==> src/rtl/cpu_pkg.sv <==
// Shared types and constants for the RV32 core pipeline registers.
// Imported by pipe_stage_reg and pipe_skid_buf.
package cpu_pkg;

  localparam int PIPE_MAX_DEPTH = 8;

  // Replicated to CTRL_W; an all-zero control word is a NOP.
  localparam logic PIPE_CTRL_NOP = 1'b0;

  localparam int PIPE_DATA_W = 64;
  localparam int PIPE_CTRL_W = 8;

  typedef struct packed {
    logic [PIPE_DATA_W-1:0] data;
    logic [PIPE_CTRL_W-1:0] ctrl;
  } pipe_beat_t;

  function automatic pipe_beat_t pipe_beat(
    input logic [PIPE_DATA_W-1:0] data,
    input logic [PIPE_CTRL_W-1:0] ctrl
  );
    pipe_beat_t b;
    b.data = data;
    b.ctrl = ctrl;
    return b;
  endfunction

  function automatic int pipe_occ_w(input int depth);
    return $clog2(depth + 2);
  endfunction

endpackage

==> src/rtl/pipe_stage_reg_if.sv <==
// Valid/ready beat bus between pipeline stages.
// master drives the beat, slave drives ready.
interface pipe_stage_reg_if #(
  parameter int DATA_W = 64,
  parameter int CTRL_W = 8
);

  logic              valid;
  logic              ready;
  logic [DATA_W-1:0] data;
  logic [CTRL_W-1:0] ctrl;

  modport master (
    output valid,
    output data,
    output ctrl,
    input  ready
  );

  modport slave (
    input  valid,
    input  data,
    input  ctrl,
    output ready
  );

endinterface

==> src/rtl/pipe_skid_buf.sv <==
// One-entry skid buffer in front of slice 0 of pipe_stage_reg.
// in_ready comes from the skid flop, cutting the downstream ready path.
module pipe_skid_buf
  import cpu_pkg::*;
#(
  parameter int DATA_W = 64,
  parameter int CTRL_W = 8
) (
  input  logic              clock,
  input  logic              reset_n,
  input  logic              stall,
  input  logic              flush,
  input  logic              in_valid,
  output logic              in_ready,
  input  logic [DATA_W-1:0] in_data,
  input  logic [CTRL_W-1:0] in_ctrl,
  output logic              out_valid,
  input  logic              out_ready,
  output logic [DATA_W-1:0] out_data,
  output logic [CTRL_W-1:0] out_ctrl
);

  logic              sk_v;
  logic [DATA_W-1:0] sk_d;
  logic [CTRL_W-1:0] sk_c;
  logic              acc;

  assign in_ready  = reset_n & ~sk_v & ~stall;
  assign acc       = in_valid & in_ready;

  // A parked beat always goes first.
  assign out_valid = sk_v | acc;
  assign out_data  = sk_v ? sk_d : in_data;
  assign out_ctrl  = sk_v ? sk_c : in_ctrl;

  always_ff @(posedge clock or negedge reset_n) begin
    if (!reset_n) begin
      sk_v <= 1'b0;
      sk_d <= '0;
      sk_c <= '0;
    end else if (flush) begin
      sk_v <= 1'b0;
      sk_c <= {CTRL_W{PIPE_CTRL_NOP}};
    end else if (sk_v && out_ready) begin
      sk_v <= 1'b0;
      sk_c <= {CTRL_W{PIPE_CTRL_NOP}};
    end else if (acc && !out_ready) begin
      sk_v <= 1'b1;
      sk_d <= in_data;
      sk_c <= in_ctrl;
    end
  end

endmodule

==> src/rtl/pipe_stage_reg.sv <==
// Parametrised DEPTH-slice pipeline register with stall/flush/bubble collapse.
// Optional skid entry in front of slice 0 when PIPE_SKID_EN is defined.
module pipe_stage_reg
  import cpu_pkg::*;
#(
  parameter int DATA_W = 64,
  parameter int CTRL_W = 8,
  parameter int DEPTH  = 1,
  parameter int OCC_W  = $clog2(DEPTH + 2)
) (
  input  logic             clock,
  input  logic             reset_n,
  input  logic             stall,
  input  logic             flush,
  pipe_stage_reg_if.slave  src,
  pipe_stage_reg_if.master dst,
  output logic [OCC_W-1:0] occupancy
);

`ifdef PIPE_SKID_EN
  localparam int SKID = 1;
`else
  localparam int SKID = 0;
`endif
  localparam int OCC_MAX = DEPTH + SKID;

  logic [DEPTH-1:0]  v_q;
  logic [DATA_W-1:0] d_q [DEPTH];
  logic [CTRL_W-1:0] c_q [DEPTH];
  logic [DEPTH:0]    rdy;
  logic              head_v;
  logic [DATA_W-1:0] head_d;
  logic [CTRL_W-1:0] head_c;
  logic              acc;
  logic              emit;
  logic [OCC_W-1:0]  occ_q;

  // rdy[k]: slice k may load this cycle.
  always_comb begin
    rdy        = '0;
    rdy[DEPTH] = dst.ready;
    for (int k = DEPTH - 1; k >= 0; k--) begin
      rdy[k] = ~stall & (~v_q[k] | rdy[k+1]);
    end
  end

`ifdef PIPE_SKID_EN
  pipe_skid_buf #(
    .DATA_W (DATA_W),
    .CTRL_W (CTRL_W)
  ) u_skid (
    .clock     (clock),
    .reset_n   (reset_n),
    .stall     (stall),
    .flush     (flush),
    .in_valid  (src.valid),
    .in_ready  (src.ready),
    .in_data   (src.data),
    .in_ctrl   (src.ctrl),
    .out_valid (head_v),
    .out_ready (rdy[0]),
    .out_data  (head_d),
    .out_ctrl  (head_c)
  );
`else
  assign src.ready = reset_n & rdy[0];
  assign head_v    = src.valid;
  assign head_d    = src.data;
  assign head_c    = src.ctrl;
`endif

  assign acc  = src.valid & src.ready;
  assign emit = v_q[DEPTH-1] & dst.ready & ~stall;

  for (genvar k = 0; k < DEPTH; k++) begin : g_slice
    logic              nv;
    logic [DATA_W-1:0] nd;
    logic [CTRL_W-1:0] nc;
    logic              v_r;
    logic [DATA_W-1:0] d_r;
    logic [CTRL_W-1:0] c_r;

    if (k == 0) begin : g_head
      assign nv = head_v;
      assign nd = head_d;
      assign nc = head_c;
    end else begin : g_mid
      assign nv = v_q[k-1];
      assign nd = d_q[k-1];
      assign nc = c_q[k-1];
    end

    // Bubbles zero ctrl but leave data as it was.
    always_ff @(posedge clock or negedge reset_n) begin
      if (!reset_n) begin
        v_r <= 1'b0;
        d_r <= '0;
        c_r <= '0;
      end else if (flush) begin
        v_r <= 1'b0;
        c_r <= {CTRL_W{PIPE_CTRL_NOP}};
      end else if (rdy[k]) begin
        v_r <= nv;
        c_r <= nv ? nc : {CTRL_W{PIPE_CTRL_NOP}};
        if (nv) d_r <= nd;
      end
    end

    assign v_q[k] = v_r;
    assign d_q[k] = d_r;
    assign c_q[k] = c_r;
  end

  always_ff @(posedge clock or negedge reset_n) begin
    if (!reset_n) begin
      occ_q <= '0;
    end else if (flush) begin
      occ_q <= '0;
    end else begin
      unique case ({acc, emit})
        2'b10:   occ_q <= occ_q + OCC_W'(1);
        2'b01:   occ_q <= occ_q - OCC_W'(1);
        default: occ_q <= occ_q;
      endcase
    end
  end

  assign occupancy = occ_q;
  assign dst.valid = v_q[DEPTH-1];
  assign dst.data  = d_q[DEPTH-1];
  assign dst.ctrl  = v_q[DEPTH-1] ? c_q[DEPTH-1]
                                  : {CTRL_W{PIPE_CTRL_NOP}};

  a_occ_max: assert property (
    @(posedge clock) disable iff (!reset_n)
    int'(occupancy) <= OCC_MAX
  );

endmodule
==> src/flat_wrapper.sv <==
// flat-port wrapper written by rule: the top's interface ports become plain ports
module pipe_stage_reg_flat import cpu_pkg::*;
#(
  parameter int DATA_W = 64,
  parameter int CTRL_W = 8,
  parameter int DEPTH  = 1,
  parameter int OCC_W  = $clog2(DEPTH + 2)
)
  (clock, reset_n, stall, flush, occupancy, src_valid, src_data, src_ctrl, src_ready, dst_valid, dst_data, dst_ctrl, dst_ready);
  pipe_stage_reg_if #(.DATA_W(DATA_W), .CTRL_W(CTRL_W)) src_i ();
  pipe_stage_reg_if #(.DATA_W(DATA_W), .CTRL_W(CTRL_W)) dst_i ();
  input  logic clock;
  input  logic reset_n;
  input  logic stall;
  input  logic flush;
  output logic [OCC_W-1:0] occupancy;
  input wire logic [$bits(src_i.valid)-1:0] src_valid;
  input wire logic [$bits(src_i.data)-1:0] src_data;
  input wire logic [$bits(src_i.ctrl)-1:0] src_ctrl;
  output wire logic [$bits(src_i.ready)-1:0] src_ready;
  output wire logic [$bits(dst_i.valid)-1:0] dst_valid;
  output wire logic [$bits(dst_i.data)-1:0] dst_data;
  output wire logic [$bits(dst_i.ctrl)-1:0] dst_ctrl;
  input wire logic [$bits(dst_i.ready)-1:0] dst_ready;
  assign src_i.valid = src_valid;
  assign src_i.data = src_data;
  assign src_i.ctrl = src_ctrl;
  assign src_ready = src_i.ready;
  assign dst_valid = dst_i.valid;
  assign dst_data = dst_i.data;
  assign dst_ctrl = dst_i.ctrl;
  assign dst_i.ready = dst_ready;
  pipe_stage_reg #(.DATA_W(DATA_W), .CTRL_W(CTRL_W), .DEPTH(DEPTH), .OCC_W(OCC_W)) u_core (.clock(clock), .reset_n(reset_n), .stall(stall), .flush(flush), .src(src_i), .dst(dst_i), .occupancy(occupancy));
endmodule
==> config.mk <==
export PLATFORM = sky130hd
export DESIGN_NAME = pipe_stage_reg_flat
export DESIGN_NICKNAME = d
export VERILOG_FILES = /design/src/rtl/cpu_pkg.sv /design/src/rtl/pipe_stage_reg_if.sv /design/src/rtl/pipe_skid_buf.sv /design/src/rtl/pipe_stage_reg.sv /design/src/flat_wrapper.sv
export SDC_FILE = /design/constraint.sdc
export NUM_CORES = 1
export LEC_CHECK = 0
export ABC_AREA = 1
export CORE_MARGIN = 3
export CORE_UTILIZATION = 40
export DETAILED_ROUTE_END_ITERATION = 6
export GPL_TIMING_DRIVEN = 0
export PLACE_DENSITY_LB_ADDON = 0.2
export SYNTH_ARGS = -nofsm -noshare
export SYNTH_HDL_FRONTEND = slang
export SYNTH_HIERARCHICAL = 1
export SYNTH_SLANG_ARGS = --single-unit
==> constraint.sdc <==
create_clock -name clock -period 1.78 [get_ports clock]
set_input_delay 0.356 -clock clock [delete_from_list [all_inputs] [get_ports clock]]
set_output_delay 0.356 -clock clock [all_outputs]
set_load 0.005 [all_outputs]
After elaboration in Yosys (flattened, before gate mapping):

Cells that the tools add are included.

* bits in registers: 75
* input port bits: 78
* output and inout bits: 76

* $add $sub $neg: 2
* eq/ne operators: 2
* multiplexer cells: 8
* bitwise logic cells: 9
* reduce and logical (&&, ||, !) cells: 3

Operator list (number)
* 8-bit 2-to-1 mux: 4
* 1-bit bitwise AND: 5
* 2-bit one-hot mux with 2 select lines: 1
* 1-bit inverter: 3
* 3-bit AND reduction: 1
* 3-bit nonzero test: 1
* 2-bit by 1-bit adder with 2-bit output, second input constant: 1
* 2-bit by 1-bit == test with 1-bit output, second input constant: 1
* 2-bit == test, second input constant: 1
* 1-bit 2-to-1 mux: 2
* 2-bit 2-to-1 mux: 1
* 2-bit nonzero test: 1
* 2-bit by 1-bit subtractor with 2-bit output, second input constant: 1
* 1-bit OR: 1

Longest topological paths before layout:

* depth in word-level cells: 8
* gate-level depth with buffers: 8
* gate-level depth less buffers: 8

Worst setup path before layout:

No wires, ideal clock.

* kind: flip-flop to output port
* start: register u_core.g_slice[0].v_r (netlist: u_core/dst.valid)
* end: output port src_ready
* arrival: 0.955 ns
* data required time: 1.424 ns
* slack: 0.469 ns
* cell stages (with the launch flop): 4
* buffers on the path: 0
* cells stage by stage: dfrtp_1 > a21oi_2 > clkinv_1 > nor2_1

* cells in the longest elaborated chain, start to end: 4

Ends and longest elaborated chain
* from (decl): line pipe_stage_reg.sv:79 `logic v_r;`
* from (signal assigned): line pipe_stage_reg.sv:103 `v_r <= nv;`
* 1-bit inverter: line pipe_stage_reg.sv:43 `rdy[k] = ~stall & (~v_q[k] | rdy[k+1]);`
* 1-bit OR: line pipe_stage_reg.sv:43
* 1-bit bitwise AND: line pipe_stage_reg.sv:43
* 1-bit bitwise AND: line pipe_stage_reg.sv:66 `assign src.ready = reset_n & rdy[0];`
* to (decl): line flat_wrapper.sv:20 `output wire logic [$bits(src_i.ready)-1:0] src_ready;`

Every way passes these cells.

Final worst setup path:

* start: register u_core.g_slice[0].v_r (netlist: u_core/dst.valid)
* end: output port dst_ctrl[5]

* cells in the longest elaborated chain, start to end: 1

Ends and longest elaborated chain
* 8-bit 2-to-1 mux: line pipe_stage_reg.sv:131 `assign dst.ctrl = v_q[DEPTH-1] ? c_q[DEPTH-1]`
* to (decl): line flat_wrapper.sv:23 `output wire logic [$bits(dst_i.ctrl)-1:0] dst_ctrl;`

Every way passes these cells.

==> flow_summary.toml <==
[floorplan]
placementRows = 31
fp.dieH_um = 94.1
ioPinCount = 154
core_region_area_um2 = 7410
floorplan.die_area_um2 = 8860
start_util = 0.419
die_w_um = 94.1

[clock_tree]
clock_latency_ps = 330
tritoncts.num_buffers = 9
clk_pin_slew_ps = 80
tritoncts = "done"
max-clock-path-buffers = 2
cts_root_buffer = "clkbuf_8"
cts_h_tree_depth = 3
cts_sinks = 75

[timing]
setup_slack_ps = 84.6
timing.fmax_mhz = 590
final_period_minus_worst_setup_slack_ps = 1700
final-hold-violation-count = 0
report.final.slew_viol_count = 0
slew_headroom = 0.649
post-route-period-util = 0.952
finClkSkew_ps = 8.28
setup_viol = 0
max_slew.worst_pin.slew_ps = 526
unrepaired_setup_endpoints_after_global_routing = "false"
hold_ws_ps = 35.5

[hold_path]
worst_hold_path_type = "in -> async"

[global_routing]
grt_pass1_wl_mm = 13.4
globalRoute.totalOverflow = 0
grt_start_max_net_pins = 51
antenna_found_initial = 0
grtUsageTotal = 0.195
number_of_global_route_vias_before_repair = 2802

[detailed_routing]
drt_first_pass_iters = 4
detail_route.wirelength_mm = 8.28
wire_per_inst_um = 13.2
drt_iter0_markers = 64
drtAntennaViolNets = 0
vias_after_detailed_routing = 2817
drt-vias-per-instance = 4.50
route.detailed.drc = 0

[layout]
antennaDiodeCount = 0
areaGrowthSynthToFinish_pct = 63.7
register_area_um2 = 1880
final-instance-count-excl-fill = 626
fin_nets = 601
nFillCells = 616
multiInputGateArea_um2 = 802
final_design_instance_area_without_fill_um2 = 5080
drive_gt1_frac = 0.0797

[place]
place.detailed.instances = 605
post-place-ws_ps = -633
dp.final_hpwl_mm = 6.06
gpl.final_weighted_congestion = 0.739
portBuffers = 153
dpl_cell_area_um2 = 4790

[logic_synthesis]
yosysUniqueCellTypes = 18
synth_warnings = 6
postSynthCellCount = 352
synth_largest_type_area_fraction = 0.604
synth_seq_cells = 75
netlist_area_um2 = 3110
synth-async-reset-ratio = 1.00
synthMostInstantiatedCell = "inv_1"
syn_avg_cell_area_um2 = 8.83
ys_seq_area_frac = 0.604
synth.cells.most_frequent = "inv_1 (86), nand2_1 (81), dfrtp_1 (75)"
synth_top_cells_by_area = "dfrtp_1 (60%), inv_1 (10%), nand2_1 (9.8%), o21ai_0 (6.8%), o21ai_1 (4.3%)"
synth_largest_area_cell = "dfrtp_1"
syn_nets = 430
primary_flip_flop_cell_chosen_by_synthesis_mapping = "dfrtp_1"
synth_enable_flop_cells = 0

[worst_setup_path]
critical_path.endpoint_type = "output port"
worst-endpoint-arrival_ps = 1340
worst-path-max-fanout = 10
timing.critical_path.required_ps = 1420
worstSetupStartpointType = "flip-flop"
timing_worst_setup_path_type = "reg -> out"

[status]
status = "completed"

[job]
cap_violations = 0

[power]
total_leakage_power_nw = 2.62
pwr_density_cell_nw_per_um2 = 945
peakVddDrop_uv = 463
-- through the flow --
| stage | TNS [ps] | power, mW | utilization |
|---|---|---|---|
| finish | 0 | 4.81 | 0.686 |
| global route | 0 | 5.10 | 0.686 |
| CTS | 0 | 4.88 | 0.685 |
| detailed placement | -6120 | 3.27 | 0.646 |
| global placement | -186140 | 3.24 | 0.643 |
| floorplan | 0 | 2.44 | - |
-- final cells by class --
cell class / count / share of cell area
clock buffers: 11 / 0.0278
flip-flops and latches: 75 / 0.369
plain buffers: 17 / 0.0226
multi-input cells: 173 / 0.158
inverters: 87 / 0.0645
well taps: 99 / 0.0244
repair buffers: 160 / 0.314
clock inverters: 4 / 0.0194
-- power by group --
| part | leakage, nW | internal (mW) | switching [mW] |
|---|---|---|---|
| clock | 0.120 | 0.966 | 0.589 |
| combinational | 1.56 | 0.736 | 0.409 |
| sequential | 0.948 | 1.97 | 0.140 |
| total | 2.62 | 3.67 | 1.14 |
-- timing repair --
action,CTS,global route
endpoints found under the hold margin,25,0
pin swaps,1,1
setup endpoints to repair,9,1
gates resized for setup,18,1
hold buffers,1,0
setup buffers,3,2
-- path summary, 6_finish.rpt --
path,cells past startpoint,startpoint,slack [ps],endpoint
setup reg to reg,7,u_core/dst.valid$_DFFE_PN0P_,130,u_core/dst.data[44]$_DFFE_PN0P_
max in group asynchronous,2,reset_n,1470,u_core/dst.data[1]$_DFFE_PN0P_
hold / removal,2,reset_n,40,u_core/dst.data[42]$_DFFE_PN0P_
hold reg to reg,2,u_core/dst.data[34]$_DFFE_PN0P_,480,u_core/dst.data[34]$_DFFE_PN0P_
setup / recovery,5,u_core/dst.valid$_DFFE_PN0P_,80,dst_ctrl[5]
min in group clock,2,u_core/dst.data[34]$_DFFE_PN0P_,480,u_core/dst.data[34]$_DFFE_PN0P_
-- cells in the final DEF, fill, tap and decap left out, types with 3 or more instances in the layout --
cell type          n
buf_2              6
buf_4              6
buf_6              6
bufinv_16          3
clkbuf_1           7
clkbuf_8          10
clkdlybuf4s50_1  142
dfrtp_1           74
dlygate4sd2_1      9
inv_1             85
nand2_1           81
nand3_1           10
nand4_1            4
o21ai_0           42
o21ai_1           27
o21ai_2            3
-- kinds of logic after synthesis --
kind of cell,synth area share
AOI/OAI and AO/OA,0.124
DFF,0.604
buffers and inverters,0.140
xor gates and xnor gates,0.00282
and+or+nand+nor,0.129
-- metal layers --
metal / part of all wire / track usage / wire [um]
met3: 0.082 / 0.0625 / 678
met1: 0.41 / 0.238 / 3370
met5: 0 / 0 / 0
met2: 0.49 / 0.321 / 4090
met4: 0.018 / 0.0758 / 146
-- worst max-delay path: stages (launching register included) --
cell and delay [ps]:
dfrtp_2 400, buf_4 130, buf_6 130, nand2_1 60, inv_1 30, dlygate4sd2_1 250
-- state kept, by name, indices dropped and copies added (netlist names) --
register	cells
u_core/dst.data	64
u_core/dst.valid	1
u_core/c_q	8
u_core/occupancy	2
No activity file was read; power rests on OpenSTA's default activity.
